## config.mk

```make
export PLATFORM = sky130hd
export DESIGN_NAME = fpadd_issue
export DESIGN_NICKNAME = d
export VERILOG_FILES = /design/src/rtl/fpadd_issue.sv
export SDC_FILE = /design/constraint.sdc
export NUM_CORES = 1
export LEC_CHECK = 0
export ABC_AREA = 1
export BUFFER_PORTS_ARGS = -buffer_cell sky130_fd_sc_hd__buf_2
export CAP_MARGIN = 20
export CORE_ASPECT_RATIO = 1.75
export CORE_MARGIN = 8
export CORE_UTILIZATION = 45
export DETAILED_ROUTE_END_ITERATION = 12
export GPL_TIMING_DRIVEN = 0
export RECOVER_POWER = 25
export SYNTH_ARGS = -nofsm -noshare
export SYNTH_HDL_FRONTEND = slang
export SYNTH_SLANG_ARGS = --single-unit
```

## constraint.sdc

```tcl
create_clock -name clk -period 8.4 [get_ports clk]
set_clock_uncertainty 0.05 [all_clocks]
set_input_delay 0 -clock clk [delete_from_list [all_inputs] [get_ports clk]]
set_output_delay 0 -clock clk [all_outputs]
set_load 0.02 [all_outputs]
```

## src/rtl/fpadd_issue.sv

```systemverilog
// ---------------------------------------------------------------------------
// fpadd_issue
//
// Operand-issue and result-capture controller placed in front of fpadd.
// Operand pairs are queued in a small FIFO and handed to the adder one at a
// time using its start/done return-to-zero handshake. Each sum is captured
// into a single-entry output register with a valid/ready handshake.
//
// Parameters:
//   DEPTH    operand FIFO entries (power of 2, >= 2)
//   TIMEOUT  watchdog limit in cycles (only with FPADD_ISSUE_TIMEOUT_EN)
//
// Ports:
//   clk, reset            clock (rising edge), asynchronous active-low reset
//   in_valid/in_ready     operand push handshake; in_a, in_b operands
//   out_valid/out_ready   result handshake; out_sum result, out_err timeout flag
//   add_start, add_a/b    issue side towards fpadd
//   add_sum, add_done     completion side from fpadd
//   busy                  controller is not idle
//   count                 FIFO occupancy
//
// Build option:
//   FPADD_ISSUE_TIMEOUT_EN  enables the ISSUE/RELEASE watchdog; when it fires
//                           in ISSUE a quiet NaN is returned with out_err=1.
//                           Without it the FSM waits indefinitely and out_err
//                           is constant 0.
// ---------------------------------------------------------------------------
module fpadd_issue #(
    parameter int DEPTH   = 4,
    parameter int TIMEOUT = 64
) (
    input  logic                   clk,
    input  logic                   reset,
    input  logic                   in_valid,
    output logic                   in_ready,
    input  logic [31:0]            in_a,
    input  logic [31:0]            in_b,
    output logic                   out_valid,
    input  logic                   out_ready,
    output logic [31:0]            out_sum,
    output logic                   out_err,
    output logic                   add_start,
    output logic [31:0]            add_a,
    output logic [31:0]            add_b,
    input  logic [31:0]            add_sum,
    input  logic                   add_done,
    output logic                   busy,
    output logic [$clog2(DEPTH):0] count
);

    localparam int AW = $clog2(DEPTH);
    localparam int CW = AW + 1;

    typedef enum logic [1:0] {
        IDLE    = 2'd0,
        ISSUE   = 2'd1,
        RELEASE = 2'd2
    } state_t;

    state_t        state_q;
    logic [63:0]   mem_q [DEPTH];
    logic [AW-1:0] wr_ptr_q, wr_ptr_d;
    logic [AW-1:0] rd_ptr_q, rd_ptr_d;
    logic [CW-1:0] count_q, count_d;
    logic          add_start_q;
    logic [31:0]   add_a_q, add_b_q;
    logic [31:0]   out_sum_q;
    logic          out_valid_q;
    logic          push, pop, start_issue, timeout_hit;
    logic [63:0]   head;

`ifdef FPADD_ISSUE_TIMEOUT_EN
    localparam int TW = $clog2(TIMEOUT + 1);
    logic [TW-1:0] timer_q;
    logic          out_err_q;

    // Timer counts cycles since entering ISSUE/RELEASE; firing one cycle
    // before it would reach TIMEOUT makes the exit land exactly TIMEOUT
    // cycles after entry.
    assign timeout_hit = (state_q != IDLE) && (timer_q == TW'(TIMEOUT - 1));
    assign out_err     = out_err_q;
`else
    logic timeout_unused;
    assign timeout_unused = (TIMEOUT > 0);
    assign timeout_hit    = 1'b0;
    assign out_err        = 1'b0;
`endif

    // in_ready uses the registered count, so a full FIFO never accepts a
    // push even when a pop happens in the same cycle.
    assign in_ready    = (count_q < CW'(DEPTH));
    assign push        = in_valid & in_ready;
    assign start_issue = (state_q == IDLE) && (count_q != '0) && !out_valid_q;
    // The head entry leaves the FIFO only when the adder is released.
    assign pop         = (state_q == ISSUE) && (add_done || timeout_hit);
    assign head        = mem_q[rd_ptr_q];

    assign add_start = add_start_q;
    assign add_a     = add_a_q;
    assign add_b     = add_b_q;
    assign out_sum   = out_sum_q;
    assign out_valid = out_valid_q;
    assign busy      = (state_q != IDLE);
    assign count     = count_q;

    always_comb begin
        wr_ptr_d = wr_ptr_q;
        rd_ptr_d = rd_ptr_q;
        count_d  = count_q;
        if (push) wr_ptr_d = wr_ptr_q + 1'b1;
        if (pop)  rd_ptr_d = rd_ptr_q + 1'b1;
        if (push && !pop)      count_d = count_q + 1'b1;
        else if (pop && !push) count_d = count_q - 1'b1;
    end

    // Storage carries no reset: stale entries are unreachable once the
    // pointers and occupancy are cleared.
    always_ff @(posedge clk) begin
        if (push) mem_q[wr_ptr_q] <= {in_a, in_b};
    end

    always_ff @(posedge clk or negedge reset) begin
        if (!reset) begin
            state_q     <= IDLE;
            wr_ptr_q    <= '0;
            rd_ptr_q    <= '0;
            count_q     <= '0;
            add_start_q <= 1'b0;
            add_a_q     <= '0;
            add_b_q     <= '0;
            out_sum_q   <= '0;
            out_valid_q <= 1'b0;
`ifdef FPADD_ISSUE_TIMEOUT_EN
            out_err_q   <= 1'b0;
            timer_q     <= '0;
`endif
        end else begin
            wr_ptr_q <= wr_ptr_d;
            rd_ptr_q <= rd_ptr_d;
            count_q  <= count_d;

            if (out_valid_q && out_ready) out_valid_q <= 1'b0;

`ifdef FPADD_ISSUE_TIMEOUT_EN
            if (start_issue || pop)  timer_q <= '0;
            else if (state_q != IDLE) timer_q <= timer_q + 1'b1;
`endif

            unique case (state_q)
                IDLE: begin
                    // out_valid gating guarantees a capture never
                    // overwrites an unread result.
                    if (start_issue) begin
                        add_a_q     <= head[63:32];
                        add_b_q     <= head[31:0];
                        add_start_q <= 1'b1;
                        state_q     <= ISSUE;
                    end
                end
                ISSUE: begin
                    if (add_done) begin
                        out_sum_q   <= add_sum;
                        out_valid_q <= 1'b1;
`ifdef FPADD_ISSUE_TIMEOUT_EN
                        out_err_q   <= 1'b0;
`endif
                        add_start_q <= 1'b0;
                        state_q     <= RELEASE;
                    end
`ifdef FPADD_ISSUE_TIMEOUT_EN
                    else if (timeout_hit) begin
                        out_sum_q   <= 32'h7FC0_0000;
                        out_valid_q <= 1'b1;
                        out_err_q   <= 1'b1;
                        add_start_q <= 1'b0;
                        state_q     <= RELEASE;
                    end
`endif
                end
                RELEASE: begin
                    // Wait for fpadd to return done to zero before the
                    // next pair may be issued.
                    if (!add_done || timeout_hit) state_q <= IDLE;
                end
                default: state_q <= IDLE;
            endcase
        end
    end

endmodule

```

Word-level counts from Yosys, hierarchy flattened --
Memory sizes are Yosys's and may differ from the RTL's. A register that Yosys moved wholly into a read port is not among the register bits. Index checks and enable logic that the tools add are counted.
Storage, ports and cells: register bits after elaboration 43, bits in latches 0, memory bits (writable) 256, bits in read-only memories 0, input bits 101, memories kept 1
Operators by class: $add $sub $neg 4, multipliers 0, div/mod/pow operators 0, $lt $le $gt $ge 1, equality and inequality tests 5, shift operators 0, muxes and demuxes 14, bitwise operators 1, reduce and logical (&&, ||, !) cells 19
Memory list:
- mem_q | depth 4, bits a word 64, rd ports 1, clocked after memory_dff 1, write ports 1, RTL line 61 | logic [63:0] mem_q [DEPTH];
Operators by type and width (count):
- $mux 1 | 7
- $logic_and 1x1->1 | 6
- $mux 2 | 3
- $mux 3 | 2
- $ne 2x2->1 const B | 3
- $pmux 2 s3 | 1
- $reduce_and 3->1 | 2
- $reduce_bool 2->1 | 3
- $add 2x1->2 const B | 2
- $logic_not 1->1 | 4
- $reduce_and 2->1 | 2
- $add 3x1->3 const B | 1
- $lt 3x3->1 const B | 1
- $reduce_bool 3->1 | 1
- $sub 3x1->3 const B | 1
- $eq 2x1->1 const B | 1
- $eq 2x2->1 const B | 1
- $logic_not 2->1 | 1
- $pmux 1 s2 | 1
- $and 1x1->1 | 1

Longest topological paths before layout --
Gate-level depths: netlist (run 1).
depth in word-level cells 6, mapped depth 11, gate-level depth less buffers 10

Worst setup path after synthesis (run 1) --
No wires, ideal clock.
path type register to register, start point register count_q[2] (netlist: count[2]), end point memory mem_q[0][0], enable pin, library setup time 487 ps, arrival 3561 ps, slack 4302 ps, stages on the path, launching flop included 4, buffers on the path 0, period minus slack after synthesis 4098 ps, cells stage by stage dfrtp_1 inv_1 nand2_1 nor2_1
On the way: cells in the longest elaborated chain, start to end 4
Ends and longest elaborated chain:
- start, declared | RTL line 64 | logic [CW-1:0] count_q, count_d;
- start signal, assigned | RTL line 140 | count_q <= count_d;
- $lt 3x3->1 | RTL line 91 | assign in_ready = (count_q < CW'(DEPTH));
- via in_ready | RTL line 35 | output logic in_ready,
- $and 1x1->1 | RTL line 92 | assign push = in_valid & in_ready;
- $mux 1 | RTL line 119 | if (push) mem_q[wr_ptr_q] <= {in_a, in_b};
- $mux 1 (implied by the code) | RTL line 119
- end, declared | RTL line 61
The timed path passes the listed nets, and every way through them passes these cells.

Final worst setup path (run 1) --
start point register count_q[2] (netlist: count[2]), end point memory mem_q[1][40], enable pin
On the way: cells in the longest elaborated chain, start to end 4
Ends and longest elaborated chain (RTL line):
- $lt 3x3->1 | 91
- $and 1x1->1 | 92
- $mux 1 | 119
- $mux 1 (implied by the code) | 119
Every way passes these cells.

==> results.md, run 1 <==
- Post-place instance area: about 17,000 µm²
- Vias: approximately 11,000
- DR DRC count: 0
- Cell count after synthesis: 1,477
- Crit end category: register
- # fillers: 2,837
- DR vias/cell: around 4.7
- Routed wire length: 37.8 mm
- DIE HEIGHT: 257 µm
- IO buf count: slightly above 200
- Setup CP Type: reg -> reg
- Worst-path clk slew: approximately 0.06 ns
- RePlAce Congestion: approximately 0.78
- Fin cells: 2,269
- Most frequent cells in the layout: nand2_1 (622), inv_1 (273), edfxtp_1 (256)
- Vias in the first global route: approximately 11,000
- Routed length per placed instance: 16.7 µm
- Total CTS buffers: 34
- Clock Sink Count: 363
- Deepest clock path buffer count: 3
- CP Max Fanout: 26
- Worst-margin pin slew: slightly below 0.9 ns
- Post-Layout Inst Area: around 19,000 µm²
- Fmax: between 0.4 and 0.5 GHz
- Mapped Nets: around 1,600
- Synthesized cell area: roughly 15,000 µm²
- Layout Utilization: 0.576
- Critical Path RT: approximately 8.6 ns
- WP data arrival: 2.39 ns
- Slew Viols, Final: 0
- PD cells: 354 nW/µm²
- Final net count: approximately 1,900
- Die ar.: about 40,000 µm²
- Cell Rows: between 80 and 90
- Pwr Total: 6.70 mW
- Max capacitance violation total: 0
- GRT overflow: 0
- Slew HR: 0.409
- WHS: 0.0488 ns
- Synth Register Bits: between 300 and 400
- Top-Level Pins: approximately 200
- Setup slack after layout: just over 6 ns
- First-pass detailed-route iteration total: 5
- Setup violators final: 0
- YS warnings: 0
- Setup TNS Final: 0 ns
- Post-place setup slack: slightly above 6 ns
- Sequential element share of the synthesized area: 0.694
- CTS tree: done
- Layout cells sized above 1: 0.149
- Post-CTS Setup Bufs: 0
- Leak: 9.21 nW
- H-tree level count: 2
- Global-route wire length before repair: 59.3 mm
- Critical Path Source Type: register
- Outcome: finished clean
- Iter 0 DRT Violations: between 400 and 500
- Most common cell after layout, fill and taps aside: nand2_1
- Initial antenna violation count: 7
- Post-DRT Antenna Nets: 0
- DP HPWL: approximately 25 mm
- RSZ-0062 raised after global routing: false
- Final hold violation count: 0
- Overall Global Routing Usage: 0.192
- Largest net degree at the start of global routing: between 80 and 90
- Starting Density: 0.455
- Syn-to-layout area delta: 26.6%
- Peak supply drop: around 0.00026 V
- Tmin final: approximately 2.2 ns
- Clk_lat worst skew: 0.51 ns
- Core ar.: between 30,000 and 40,000 µm²
- Synth unique cells: 20
- Root buffer cell: clkbuf_16
- Die W: roughly 150 µm
- Placed Cells incl. Taps: between 2,000 and 2,500
- Worst min path class: in -> reg
- Final Cycle Share: 0.265
- Mean Syn Cell Area: about 10 µm²
[area by class of cell]
class                      count  area, µm²  share of cell area
inverter                     274       1030              0.0544
clock inverter                15        120             0.00635
tap                          405        507              0.0268
timing repair buffer         319       2290               0.121
buffer                        63        348              0.0184
sequential                   363      10400               0.548
clock buffer                  47       1010              0.0536
antenna                        6       15.0            0.000794
multi-input combinational    777       3220               0.170
[worst paths after layout]
path                                from      endpoint  slack (ns)  depth (start not counted)
worst max-delay path            count[2]  mem_q[1][40]        6.17                          4
worst min-delay path            in_valid   wr_ptr_q[0]        0.05                          3
worst max register to register  count[2]  mem_q[1][40]        6.17                          4
worst min register to register  add_b[2]      add_b[2]        0.42                          2
max in group asynchronous          reset     add_b[28]        7.31                          4
min in group asynchronous          reset     add_a[17]        0.51                          4
[logic make-up after synthesis]
kind of cell	Yosys count	share of synthesized area
AND/OR/NAND/NOR	762	0.204
flip-flops	363	0.694
buffers and inverters	337	0.0922
adder cells (fa/ha/maj)	6	0.00553
AO/OA/AOI/OAI	4	0.00151
XOR/XNOR	4	0.00235
other	1	0.000251
[worst max-delay path, stage by stage (launching register included)]
cell and delay, ns:
dfrtp_1 0.37, inv_1 0.13, nand2_1 0.29, nor2_4 0.77
buf_12 0.30
[power by group]
group / internal (mW) / switching (mW) / total [mW]
sequential: 2.37 / 0.166 / 2.53
combinational: 0.828 / 1.77 / 2.60
clock: 0.907 / 0.654 / 1.56
[timing repair]
action | 4_1_cts | 5_1_grt
hold buffers | 105 | 0
hold endpoints to repair | 401 | 0
gates resized for setup | 0 | 0
[state kept, by name, summed over array words and instances, names as in the netlist]
name and cells:
add_a 32, add_b 32, add_start 1, count 3, mem_q 256, out_sum 32, out_valid 1, rd_ptr_q 2
state_q 2, wr_ptr_q 2
[Yosys cell counts]
| library cell | n | area (µm²) |
|---|---|---|
| dfrtp_1 | 107 | 2680 |
| clkbuf_1 | 7 | 26.3 |
| ha_1 | 5 | 62.6 |
| inv_1 | 273 | 1020 |
| fa_1 | 1 | 20.0 |
| xnor2_1 | 1 | 8.76 |
| buf_6 | 5 | 56.3 |
| conb_1 | 1 | 3.75 |
| buf_2 | 47 | 235 |
| inv_2 | 1 | 3.75 |
| o21ai_0 | 3 | 15.0 |
| nand3_1 | 132 | 661 |
| edfxtp_1 | 256 | 7690 |
| xor2_1 | 3 | 26.3 |
| nor2_4 | 1 | 11.3 |
| buf_4 | 4 | 30.0 |
| nor2_8 | 1 | 20.0 |
| o31ai_1 | 1 | 7.51 |
| nand2_1 | 622 | 2330 |
| nor2_1 | 6 | 22.5 |
[per-layer routing]
metal  GRT usage  wire length, µm  up-vias
met4      0.0949             1510        2
met2       0.356            20300      251
met1       0.207            14500     5027
met3      0.0309             1510       88
met5           0                9        -
li1            -                -     5257
No activity file was read; power rests on OpenSTA's default activity.
==> run 2, diff against run 1 <==
--- a/config.mk
+++ b/config.mk
@@ -5,7 +5,7 @@
 export SDC_FILE = /design/constraint.sdc
 export NUM_CORES = 1
 export LEC_CHECK = 0
-export ABC_AREA = 1
+export ABC_AREA = 0
 export BUFFER_PORTS_ARGS = -buffer_cell sky130_fd_sc_hd__buf_2
 export CAP_MARGIN = 20
 export CORE_ASPECT_RATIO = 1.75
@@ -13,6 +13,7 @@
 export CORE_UTILIZATION = 45
 export DETAILED_ROUTE_END_ITERATION = 12
 export GPL_TIMING_DRIVEN = 0
+export PLACE_DENSITY = 0.68
 export RECOVER_POWER = 25
 export SYNTH_ARGS = -nofsm -noshare
 export SYNTH_HDL_FRONTEND = slang
==> constraint.sdc (replaced) <==
create_clock -name clk -period 1.9 [get_ports clk]
set_clock_uncertainty 0.05 [all_clocks]
set_input_delay 0 -clock clk [delete_from_list [all_inputs] [get_ports clk]]
set_output_delay 0 -clock clk [all_outputs]
set_load 0.02 [all_outputs]
==> run 2 against run 1 <==
Maximum frequency up 20%. Critical path type unchanged. Power grew to 4.3 times the previous value. Non-clock buffer count fell by 35. Highest routed layer is now met4.
==> results.md, run 2 <==
- Reg-to-reg setup timing slack: 0.04 ns (was 6.17 ns)
- Asr flop ratio synth: 0.295 (unchanged)
- DR vias/cell: 5.02 (was 4.68)
- Outcome: finished clean (unchanged)
- Synth Register Bits: 363 (unchanged)
- Mapped Nets: 696 (was 1,584)
- Worst-margin pin slew: 0.878 ns (was 0.884 ns)
- CTS tree: done (unchanged)
- Mean Syn Cell Area: 23.0 µm² (was 10.1 µm²)
- Total CTS buffers: 31 (was 34)
- Setup TNS Final: 0 ns (unchanged)
- Complex-gate fraction of the synthesized area: 0.00130 (was 0.00151)
- Synth Area in Simple Gates: 0.00675 (was 0.204)
- DP HPWL: 18.0 mm (was 25.2 mm)
- Starting Density: 0.453 (was 0.455)
- IO buf count: 203 (unchanged)
- Die ar.: 36,100 µm² (was 39,500 µm²)
- Detail Route met2 WL: 16.9 mm (was 20.3 mm)
- Largest family of logic cells by synthesized area: multiplexers (was simple AND/OR/NAND/NOR gates)
- Synthesized cell area: 13,500 µm² (was 14,900 µm²)
- Setup violators final: 0 (unchanged)
- Core ar.: 29,800 µm² (was 32,800 µm²)
- Largest net degree at the start of global routing: 57 (was 85)
- Hold endpoint: out_valid (was wr_ptr_q[0])
- Register area: 10,400 µm² (unchanged)
- H-tree level count: 1 (was 2)
- WL met1: 10.5 mm (was 14.5 mm)
- Post-synthesis mux area share: 0.198 (was 0)
- Most common cell in the netlist: edfxtp_1 (was nand2_1)
- GRT overflow: 0 (unchanged)
- Reg2reg start: state_q[1] (was count[2])
- WHS Path Cells: 3 (unchanged)
- FF-to-FF End: add_b[24] (was mem_q[1][40])
- Top Layer Used: met4 (was met5)
- DR DRC count: 0 (unchanged)
- Cell Rows: 84 (was 88)
- Adder-cell area share of the yosys netlist: 0.00611 (was 0.00553)
- Critical Path Source Type: register (unchanged)
- DIE HEIGHT: 245 µm (was 257 µm)
- Routed wire length: 29.4 mm (was 37.8 mm)
- Worst min path class: in -> reg (unchanged)
- Fin cells: 1,358 (was 2,269)
- Ranking of synthesized cells by area: edfxtp_1 (57%), dfrtp_1 (20%), mux4_2 (11%), mux2_2 (4.9%), mux2_4 (4.2%) (was edfxtp_1 (51%), dfrtp_1 (18%), nand2_1 (16%), inv_1 (6.9%), nand3_1 (4.4%))
- Top-area cell type share of the netlist area: 0.568 (was 0.515)
- Main synth FF type: edfxtp_1 (unchanged)
- Hold_sp: out_ready (was in_valid)
- PD cells: 1640 nW/µm² (was 354 nW/µm²)
- Number of flip-flops in the largest register: 256 (unchanged)
- Crit end category: register (unchanged)
- Peak supply drop: 0.00104 V (was 0.000261 V)
- Largest area contributor in the netlist: edfxtp_1 (unchanged)
- Clk_lat worst skew: 0.56 ns (was 0.51 ns)
- Vias in the first global route: 7,752 (was 11,100)
- Top reg by flops: mem_q (unchanged)
- First-pass detailed-route iteration total: 6 (was 5)
- Worst Reg2Reg Path Length in Cells: 6 (was 4)
- Initial antenna violation count: 0 (was 7)
- Setup CP Type: reg -> reg (unchanged)
- Layout cells sized above 1: 0.433 (was 0.149)
- Tmin final: 1.86 ns (was 2.23 ns)
- Deepest clock path buffer count: 3 (unchanged)
- Critical Path RT: 2.30 ns (was 8.56 ns)
- # fillers: 2,230 (was 2,837)
- Final Cycle Share: 0.981 (was 0.265)
- CP Max Fanout: 10 (was 26)
- Final net count: 1,053 (was 1,939)
- RePlAce Congestion: 0.710 (was 0.783)
- Slew HR: 0.415 (was 0.409)
- Cell count after synthesis: 589 (was 1,477)
- Iter 0 DRT Violations: 275 (was 481)
- Top-Level Pins: 205 (unchanged)
- Most common cell after layout, fill and taps aside: edfxtp_1 (was nand2_1)
- Slew Viols, Final: 0 (unchanged)
- Most frequent cells in the layout: edfxtp_1 (256), buf_2 (155), dfrtp_1 (107) (was nand2_1 (622), inv_1 (273), edfxtp_1 (256))
- Leak: 6.59 nW (was 9.21 nW)
- Routed length per placed instance: 21.6 µm (was 16.7 µm)
- Final hold violation count: 0 (unchanged)
- Post-synth EDFFs: 256 (unchanged)
- Critical Path Start: state_q[1] (was count[2])
- Global-route wire length before repair: 44.9 mm (was 59.3 mm)
- Most frequent cells after synthesis: edfxtp_1 (256), dfrtp_1 (107), mux4_2 (64) (was nand2_1 (622), inv_1 (273), edfxtp_1 (256))
- Post-place instance area: 15,200 µm² (was 16,800 µm²)
- Syn-to-layout area delta: 29.6% (was 26.6%)
- Root buffer cell: clkbuf_16 (unchanged)
- YS warnings: 0 (unchanged)
- Overall Global Routing Usage: 0.163 (was 0.192)
- Fmax: 0.536 GHz (was 0.448 GHz)
- Max capacitance violation total: 0 (unchanged)
- Die W: 147 µm (was 154 µm)
- Placed Cells incl. Taps: 1,184 (was 2,096)
- Post-DRT Antenna Nets: 0 (unchanged)
- ANT cells: 0 (was 6)
- Synth Area in XOR/XNOR: 0.00453 (was 0.00235)
- Clock Sink Count: 363 (unchanged)
- Multi-input gate area: 3000 µm² (was 3220 µm²)
- Post-Layout Inst Area: 17,500 µm² (was 18,900 µm²)
- Vias: 6,816 (was 10,600)
- Met3 WL: 1.42 mm (was 1.51 mm)
- Synth unique cells: 27 (was 20)
- Layout Utilization: 0.587 (was 0.576)
- Pwr Total: 28.7 mW (was 6.70 mW)
- Worst-path clk slew: 0.07 ns (was 0.06 ns)
- WP data arrival: 2.26 ns (was 2.39 ns)
- Sequential element share of the synthesized area: 0.766 (was 0.694)
==> run 2: cell types whose count changed in the layout (fill, tap and decap cells not counted), moves of 6 or more <==
cell,change
buf_2,-40
clkbuf_1,-11
clkbuf_16,-6
diode_2,-6
inv_1,-267
mux2_2,+59
mux2_4,+38
mux4_2,+64
nand2_1,-621
nand3_1,-132
==> run 2: where the power goes <==
part	switching, mW	internal, mW
Clock	2.78	4.05
Combinational	5.21	5.32
Sequential	0.840	10.5
Total	8.83	19.9
==> run 2: what timing repair did <==
item                                    CTS  global route
endpoints found under the setup margin  218            77
hold buffers                            101             0
setup buffers                             8             4
gates resized for setup                  16            11
cloned                                    4             0
pin swaps                                 5             3
endpoints found under the hold margin   400             0
==> run 2: worst max-delay path by stage <==
stage	endpoint
after global placement	mem_q[0][24]
after global routing	mem_q[3][56]
after CTS	add_a[11]
after detailed placement	add_b[17]
final	add_b[24]
after floorplan	mem_q[0][0]
==> run 2: kinds of logic (layout without fill, tap and decap cells) <==
family	Yosys count	after routing
flip-flops	363	363
XOR/XNOR	7	7
AND/OR/NAND/NOR	15	19
adder cells (fa/ha/maj)	6	6
multiplexers	161	161
buffers and inverters	33	411
AO/OA/AOI/OAI	3	3
other	1	1
==> run 2: critical path: stages, from the launching register on <==
cell and delay (ns):
dfrtp_1 0.41, or2_4 0.29, nor3_4 0.22, buf_12 0.15, buf_12 0.15, buf_12 0.16, mux2_4 0.30
==> run 2: per-layer routing <==
layer  global-route usage  vias to the layer above
met2                0.320                      170
met3               0.0276                       36
met1                0.172                     3551
li1                     -                     3059
met5                    0                        -
met4               0.0449                        0
==> run 2: stage by stage <==
step,hold WS [ns],setup WS [ns]
final,0.104,0.0359
after floorplan,-0.346,-0.169
after global routing,0.146,-0.0162
after detailed placement,-0.0417,-0.311
after CTS,0.0806,0.000496
after global placement,0.135,-0.895
==> run 2: area by class of cell <==
cell class	count	area share
flip-flops and latches	363	0.592
multi-input cells	197	0.171
repair buffers	321	0.128
clock buffers	39	0.0494
well taps	387	0.0276
plain buffers	26	0.0158
clock inverters	19	0.0151
inverters	6	0.00129
